`src/rtl/fetch_stage_if.sv`:
```
// rtl/fetch_stage_if.sv - fetch-to-decode valid/ready stream interface
interface fetch_stage_if;
  logic        out_valid;
  logic        out_ready;
  logic [31:0] out_pc;
  logic [31:0] out_instr;

  // fetch side drives the entry, decode side drives ready
  modport master (output out_valid, output out_pc, output out_instr, input out_ready);
  modport slave  (input out_valid, input out_pc, input out_instr, output out_ready);
endinterface

```
`src/rtl/fetch_stage.sv`:
```
// rtl/fetch_stage.sv - instruction fetch stage with PC, redirect and fetch buffer
module fetch_stage #(
  parameter logic [31:0] RESET_PC  = 32'h00000000,
  parameter int          DEPTH     = 2,
  parameter logic [31:0] NOP_INSTR = 32'h00000013
) (
  input  logic              clk,
  input  logic              rst_n,
  output logic [31:0]       imem_pc,
  input  logic [31:0]       imem_instr,
  input  logic              redirect,
  input  logic [31:0]       redirect_target,
  input  logic              halt,
  fetch_stage_if.master     out_if,
  output logic              misaligned_err
);

  localparam int AW = $clog2(DEPTH);
  localparam int CW = $clog2(DEPTH + 1);

  logic [31:0]   pc_q;
  logic [31:0]   pc_mem    [DEPTH];
  logic [31:0]   instr_mem [DEPTH];
  logic [AW-1:0] rd_ptr;
  logic [AW-1:0] wr_ptr;
  logic [CW-1:0] count;
  logic          err_q;

  logic pop;
  logic can_push;
  logic push;

  // handshake and push decision; a full buffer still accepts when its head leaves
  always_comb begin
    pop      = (count != '0) && out_if.out_ready;
    can_push = (count < CW'(DEPTH)) || pop;
    push     = !redirect && !halt && can_push;
  end

  // memory address and head-of-buffer presentation, NOP when empty
  always_comb begin
    imem_pc          = pc_q;
    misaligned_err   = err_q;
    out_if.out_valid = (count != '0);
    out_if.out_pc    = 32'h0;
    out_if.out_instr = NOP_INSTR;
    if (count != '0) begin
      out_if.out_pc    = pc_mem[rd_ptr];
      out_if.out_instr = instr_mem[rd_ptr];
    end
  end

  // PC, pointers, occupancy and sticky error; redirect flushes everything including a same-cycle pop
  always_ff @(posedge clk) begin
    if (!rst_n) begin
      pc_q   <= RESET_PC;
      rd_ptr <= '0;
      wr_ptr <= '0;
      count  <= '0;
      err_q  <= 1'b0;
    end else if (redirect) begin
      pc_q   <= {redirect_target[31:2], 2'b00};
      rd_ptr <= '0;
      wr_ptr <= '0;
      count  <= '0;
      if (redirect_target[1:0] != 2'b00) begin
        err_q <= 1'b1;
      end
    end else begin
      if (push) begin
        pc_q   <= pc_q + 32'd4;
        wr_ptr <= wr_ptr + AW'(1);
      end
      if (pop) begin
        rd_ptr <= rd_ptr + AW'(1);
      end
      case ({push, pop})
        2'b10:   count <= count + CW'(1);
        2'b01:   count <= count - CW'(1);
        default: count <= count;
      endcase
    end
  end

  // buffer storage; contents need no reset because count gates visibility
  always_ff @(posedge clk) begin
    if (rst_n && push) begin
      pc_mem[wr_ptr]    <= pc_q;
      instr_mem[wr_ptr] <= imem_instr;
    end
  end

endmodule

```
`src/flat_wrapper.sv`:
```
// flat-port wrapper written by rule: the top's interface ports become plain ports
module fetch_stage_flat 
#(
  parameter logic [31:0] RESET_PC  = 32'h00000000,
  parameter int          DEPTH     = 2,
  parameter logic [31:0] NOP_INSTR = 32'h00000013
)
  (clk, rst_n, imem_pc, imem_instr, redirect, redirect_target, halt, misaligned_err, out_if_out_valid, out_if_out_pc, out_if_out_instr, out_if_out_ready);
  fetch_stage_if out_if_i ();
  input  logic clk;
  input  logic rst_n;
  output logic [31:0] imem_pc;
  input  logic [31:0] imem_instr;
  input  logic redirect;
  input  logic [31:0] redirect_target;
  input  logic halt;
  output logic misaligned_err;
  output wire logic [$bits(out_if_i.out_valid)-1:0] out_if_out_valid;
  output wire logic [$bits(out_if_i.out_pc)-1:0] out_if_out_pc;
  output wire logic [$bits(out_if_i.out_instr)-1:0] out_if_out_instr;
  input wire logic [$bits(out_if_i.out_ready)-1:0] out_if_out_ready;
  assign out_if_out_valid = out_if_i.out_valid;
  assign out_if_out_pc = out_if_i.out_pc;
  assign out_if_out_instr = out_if_i.out_instr;
  assign out_if_i.out_ready = out_if_out_ready;
  fetch_stage #(.RESET_PC(RESET_PC), .DEPTH(DEPTH), .NOP_INSTR(NOP_INSTR)) u_core (.clk(clk), .rst_n(rst_n), .imem_pc(imem_pc), .imem_instr(imem_instr), .redirect(redirect), .redirect_target(redirect_target), .halt(halt), .out_if(out_if_i), .misaligned_err(misaligned_err));
endmodule
```
`config.mk`:
```
export PLATFORM = sky130hd
export DESIGN_NAME = fetch_stage_flat
export DESIGN_NICKNAME = d
export VERILOG_FILES = /design/src/rtl/fetch_stage_if.sv /design/src/rtl/fetch_stage.sv /design/src/flat_wrapper.sv
export SDC_FILE = /design/constraint.sdc
export NUM_CORES = 1
export LEC_CHECK = 0
export ABC_AREA = 1
export CORE_UTILIZATION = 40
export CTS_BUF_LIST = sky130_fd_sc_hd__clkbuf_2 sky130_fd_sc_hd__clkbuf_4 sky130_fd_sc_hd__clkbuf_8
export DETAILED_ROUTE_END_ITERATION = 10
export PLACE_DENSITY = 0.63
export SLEW_MARGIN = 20
export SYNTH_ARGS = -nofsm -noshare
export SYNTH_HDL_FRONTEND = slang
export SYNTH_SLANG_ARGS = --single-unit
```
`constraint.sdc`:
```
create_clock -name clk -period 9.1 [get_ports clk]
set_input_delay 1.82 -clock clk [delete_from_list [all_inputs] [get_ports clk]]
set_output_delay 1.82 -clock clk [all_outputs]
set_load 0.005 [all_outputs]
```
==> flow_summary.json, run 1 <==
{
  "clockBufferDepth": 2,
  "nFillCells": 1575,
  "dr_total_vias": 5447,
  "placed_area_mm2": 0.00890,
  "yosys-top-cells-area": "edfxtp_1 (52%), nand2_1 (13%), dfxtp_1 (10%)",
  "antenna_cells": 0,
  "wl_um": 16800,
  "fin_crit_ns": 4.98,
  "synthesis.area_mm2": 0.00709,
  "power.leakage_nw": 3.30,
  "dp.cells": 1107,
  "critPathSlowestCell": "clkinv_2",
  "root_buffer": "clkbuf_8",
  "synth_top_area_share_pct": 52.5,
  "fin_crit_sh_pct": 54.8,
  "io_pins": 167,
  "cts.sinks": 160,
  "grt_max_degree": 64,
  "post_cts_buffers": 0,
  "crit_fanout": 63,
  "setup_violations": 0,
  "max_slew_margin_pct": 39.1,
  "numCtsBuffers": 17,
  "worstMarginPinSlew_ns": 0.913,
  "route.detailed.drc": 0,
  "cts-resized-gates": 0,
  "synthFlopType": "edfxtp_1",
  "regArea_mm2": 0.00445,
  "final_util_pct": 53.9,
  "fmax_mhz": 201,
  "clk_latency_ns": 0.46,
  "hold_viol_final": 0,
  "synthArstFlopShare_pct": 0,
  "coreArea_mm2": 0.0173,
  "cts_hold_buf": 0,
  "wl_per_cell_um": 14.7,
  "multi_input_area_mm2": 0.00227,
  "synth_cell_types": 30,
  "final_cell_mix": "nand2_1 (249), clkdlybuf4s50_1 (162), edfxtp_1 (124)",
  "power.density_mw_per_mm2": 162,
  "cp.required_ns": 7.28,
  "drive_above_1_share_pct": 7.99,
  "track_usage_pct": 18.9,
  "ys.warnings.count": 0,
  "final_cell_count_no_fill": 1139,
  "path_clk_slew_ns": 0.09,
  "rsz0062_at_grt": "false",
  "cpPeakStageDelay_ns": 0.92,
  "drtPass1Iterations": 6,
  "fin_nets": 972,
  "end_kind": "output pin",
  "drtAntennaViolNets": 0,
  "crit_chain": "buf_4 -> clkinv_2 -> nand2_1 -> a21oi_1 -> clkdlybuf4s50_1",
  "yosysSeqAreaShare_pct": 62.6,
  "vias_per_cell": 4.78,
  "cts_tree": "yes",
  "antenna_found_initial": 0,
  "worstSetupStartpointType": "flop",
  "crit_type": "flop to output pin",
  "synthCells": 746,
  "initial_core_util_pct": 41.0,
  "synth_enable_flop_cells": 124,
  "area_growth_pct": 31.4,
  "die_y_um": 135,
  "yosysTopAreaCell": "edfxtp_1",
  "avgSynthCellArea_um2": 9.51,
  "routabilityCongestion": 0.826,
  "hold_class": "flop to flop",
  "die_area_mm2": 0.0183,
  "status": "finished, final reports clean",
  "skew_ns": 0.0122,
  "htreeDepth": 4,
  "drv_cap": 0,
  "grt_pass1_vias": 5091,
  "grt_overflow": 0,
  "ir_worst_vdd_mv": 0.0890,
  "arrival_ns": 3.16,
  "layout_commonest_cell": "nand2_1",
  "fp-row-count": 48,
  "die_x_um": 135,
  "design_area_mm2": 0.00932,
  "slew_viol_final": 0,
  "io_buffers": 162,
  "whs_ns": 0.459,
  "dp_hpwl_um": 10600,
  "grt_pass1_wl_um": 26100,
  "drtIter0Drc": 328,
  "synth_seq_cells": 160,
  "tns_ns": 0
}
==> state kept, by name (all words and copies together), names as in the netlist, named ones only <==
name                   flops
u_core.pc_mem             60
u_core.rd_ptr              1
u_core.instr_mem          64
u_core.misaligned_err      1
u_core.imem_pc            30
u_core.wr_ptr              1
u_core.count               2
==> critical path: cells and delay by family, from the launching register on <==
kind,cells,cell delay (ns)
flip-flops,1,0.32
AND/OR/NAND/NOR,1,0.25
AO/OA/AOI/OAI,1,0.10
buffers and inverters,3,1.99
==> layout make-up <==
type,count,share of cell area (%)
clock buffer,17,2.51
timing repair buffer,168,17.9
inverter,64,2.59
tap,225,3.02
sequential,160,47.7
clock inverter,15,1.99
multi-input combinational,490,24.3
==> report_power, final <==
group          leakage, nW  switching, mW  internal (mW)
clock                0.202          0.268          0.274
combinational         1.68         0.0640         0.0749
sequential            1.42         0.0231          0.808
==> logic make-up (layout without fill, tap and decap cells) <==
group	count (synthesis)	in the layout	share of synthesized area, %
simple gates	356	356	21.4
flops	160	160	62.6
compound gates	122	122	8.96
buf+inv	99	264	5.80
xor+xnor	6	6	0.741
fa+ha+maj	2	2	0.353
other cells	1	4	0.0529
==> cells in the mapped netlist (9+ instances only) <==
library cell / n
a21oi_1: 82
a31oi_1: 9
clkbuf_1: 23
dfxtp_1: 36
edfxtp_1: 124
inv_1: 60
nand2_1: 249
nand3_1: 40
nor2_1: 33
o21ai_0: 11
o21ai_1: 18
==> per-stage QoR <==
step | power [mW] | setup slack (ns)
final | 1.51 | 4.12
after global routing | 1.57 | 3.79
after CTS | 1.53 | 4.28
after detailed placement | 0.987 | 4.52
after global placement | 0.985 | 4.57
after floorplan | 0.899 | 2.15
==> per-layer routing <==
metal	GRT usage, %	wire length [um]	vias to the layer above
met4	6.43	213	0
met1	24.8	7640	2474
met5	0	0	-
li1	-	-	2777
met3	4.26	938	17
met2	30.9	7990	179
==> final timing paths <==
kind / depth (start not counted) / startpoint / slack [ns] / to
worst max register to register: 6 / u_core.count[1] / 6.73 / u_core.instr_mem[0][17]
worst min register to register: 2 / u_core.misaligned_err / 0.46 / u_core.misaligned_err
worst min-delay path: 2 / u_core.misaligned_err / 0.46 / u_core.misaligned_err
worst max-delay path: 5 / flop / 4.12 / out_if_out_pc[15]
No activity file was read; power rests on OpenSTA's default activity.
==> inputs of run 2 (changes only) <==
==> constraint.sdc (replaced) <==
create_clock -name clk -period 4.7 [get_ports clk]
set_input_delay 0.94 -clock clk [delete_from_list [all_inputs] [get_ports clk]]
set_output_delay 0.94 -clock clk [all_outputs]
set_load 0.005 [all_outputs]
==> run 2 against run 1 <==
Register-to-register slack got worse by 4.0 ns. Worst setup slack got worse by 2.7 ns. Clock power increased by 67%. Sequential share of layout area increased by 0.21 points. Cell area decreased by 0.44%. Worst hold slack improved by 0.00083 ns. Core utilization decreased by 0.24 points. Non-clock buffer count unchanged. Flip-flop and latch count unchanged. Global-route usage decreased by 0.21 points. Count of clock-buffer cells in the layout increased by 1. Largest cell class unchanged. Critical path depth decreased by 1.
==> flow_summary.json, run 2 (same netlist as run 1, synthesis figures left out) <==
{
  "regToRegSetupSlack_ns": 2.71,
  "crit_type": "flop to output pin",
  "cts_tree": "yes",
  "coreArea_mm2": 0.0173,
  "placed_area_mm2": 0.00892,
  "area_growth_pct": 30.8,
  "slew_viol_final": 0,
  "routabilityCongestion": 0.831,
  "nFillCells": 1579,
  "max_slew_margin_pct": 40.5,
  "vias_per_cell": 4.78,
  "drtAntennaViolNets": 0,
  "drtPass1Iterations": 5,
  "clockBufferDepth": 2,
  "grt_max_degree": 63,
  "worstSetupStartpointType": "flop",
  "critPathSlowestCell": "clkinv_2",
  "grt_pass1_vias": 5028,
  "dp_hpwl_um": 10700,
  "cts-resized-gates": 0,
  "tns_ns": 0,
  "die_area_mm2": 0.0183,
  "cpPeakStageDelay_ns": 0.65,
  "dr_total_vias": 5443,
  "numCtsBuffers": 17,
  "cts_hold_buf": 0,
  "design_area_mm2": 0.00928,
  "skew_ns": 0.00773,
  "grt_overflow": 0,
  "power.density_mw_per_mm2": 300,
  "worstMarginPinSlew_ns": 0.893,
  "die_x_um": 135,
  "whs_ns": 0.460,
  "clk_latency_ns": 0.45,
  "cp.required_ns": 3.76,
  "drive_above_1_share_pct": 7.88,
  "io_pins": 167,
  "track_usage_pct": 18.7,
  "post_cts_buffers": 0,
  "initial_core_util_pct": 41.0,
  "root_buffer": "clkbuf_8",
  "wl_per_cell_um": 14.6,
  "regArea_mm2": 0.00445,
  "route.detailed.drc": 0,
  "die_y_um": 135,
  "crit_fanout": 62,
  "drtIter0Drc": 356,
  "fin_crit_ns": 3.30,
  "arrival_ns": 2.36,
  "end_kind": "output pin",
  "rsz0062_at_grt": "false",
  "path_clk_slew_ns": 0.08,
  "ir_worst_vdd_mv": 0.165,
  "fp-row-count": 48,
  "hold_viol_final": 0,
  "htreeDepth": 4,
  "cts.sinks": 160,
  "wl_um": 16600,
  "hold_class": "flop to flop",
  "fin_nets": 972,
  "antenna_found_initial": 0,
  "power.leakage_nw": 3.28,
  "final_cell_mix": "nand2_1 (249), clkdlybuf4s50_1 (162), edfxtp_1 (124)",
  "grt_pass1_wl_um": 25900,
  "fmax_mhz": 303,
  "io_buffers": 162,
  "status": "finished, final reports clean",
  "setup_violations": 0,
  "crit_chain": "clkinv_2 -> nand2_1 -> a21oi_1 -> clkdlybuf4s50_1",
  "largest_register_ffs": 64,
  "layout_commonest_cell": "nand2_1",
  "multi_input_area_mm2": 0.00228,
  "drv_cap": 0,
  "antenna_cells": 0,
  "fin_crit_sh_pct": 70.1,
  "top_register": "u_core.instr_mem"
}
[run 2: metal layers]
layer | wire length (um) | vias up | GRT usage, %
met2 | 7870 | 188 | 29.3
met5 | 0 | - | 0
met4 | 152 | 0 | 6.80
met1 | 7480 | 2467 | 25.9
met3 | 1110 | 12 | 3.55
li1 | - | 2776 | -
[run 2: report_power, final]
part,internal (mW),total [mW],switching (mW)
Sequential,1.56,1.61,0.0438
Clock,0.420,0.907,0.487
Combinational,0.146,0.272,0.126
Total,2.13,2.79,0.657
[run 2: path summary, 6_finish.rpt]
check / cells after the start / from / end
hold reg to reg: 2 / u_core.misaligned_err / u_core.misaligned_err
hold / removal: 2 / u_core.misaligned_err / u_core.misaligned_err
setup / recovery: 4 / flop / out_if_out_pc[28]
setup reg to reg: 6 / u_core.count[1] / u_core.instr_mem[0][17]
[run 2: worst max-delay path: cells and delay by family, from the launching register on]
family	cells	cell delay, ns
buffers and inverters	2	1.13
DFF	1	0.34
AOI/OAI and AO/OA	1	0.11
and+or+nand+nor	1	0.27
[run 2: per-stage QoR]
step	total power, mW	instances	util, %	setup WS [ns]
final	2.79	1139	53.7	1.40
after global placement	1.91	1107	51.6	1.40
after global routing	2.91	1139	53.7	1.19
after detailed placement	1.91	1107	51.6	1.34
after CTS	2.82	1139	53.7	1.20
after floorplan	1.74	749	-	0.0252
[run 2: final cells by class]
class                           count  area share [%]
Sequential cell                   160            47.9
Multi-Input combinational cell    490            24.5
Timing Repair Buffer              168            18.1
Tap cell                          225            3.03
Clock buffer                       18            2.60
Inverter                           64            2.60
Clock inverter                     14            1.27
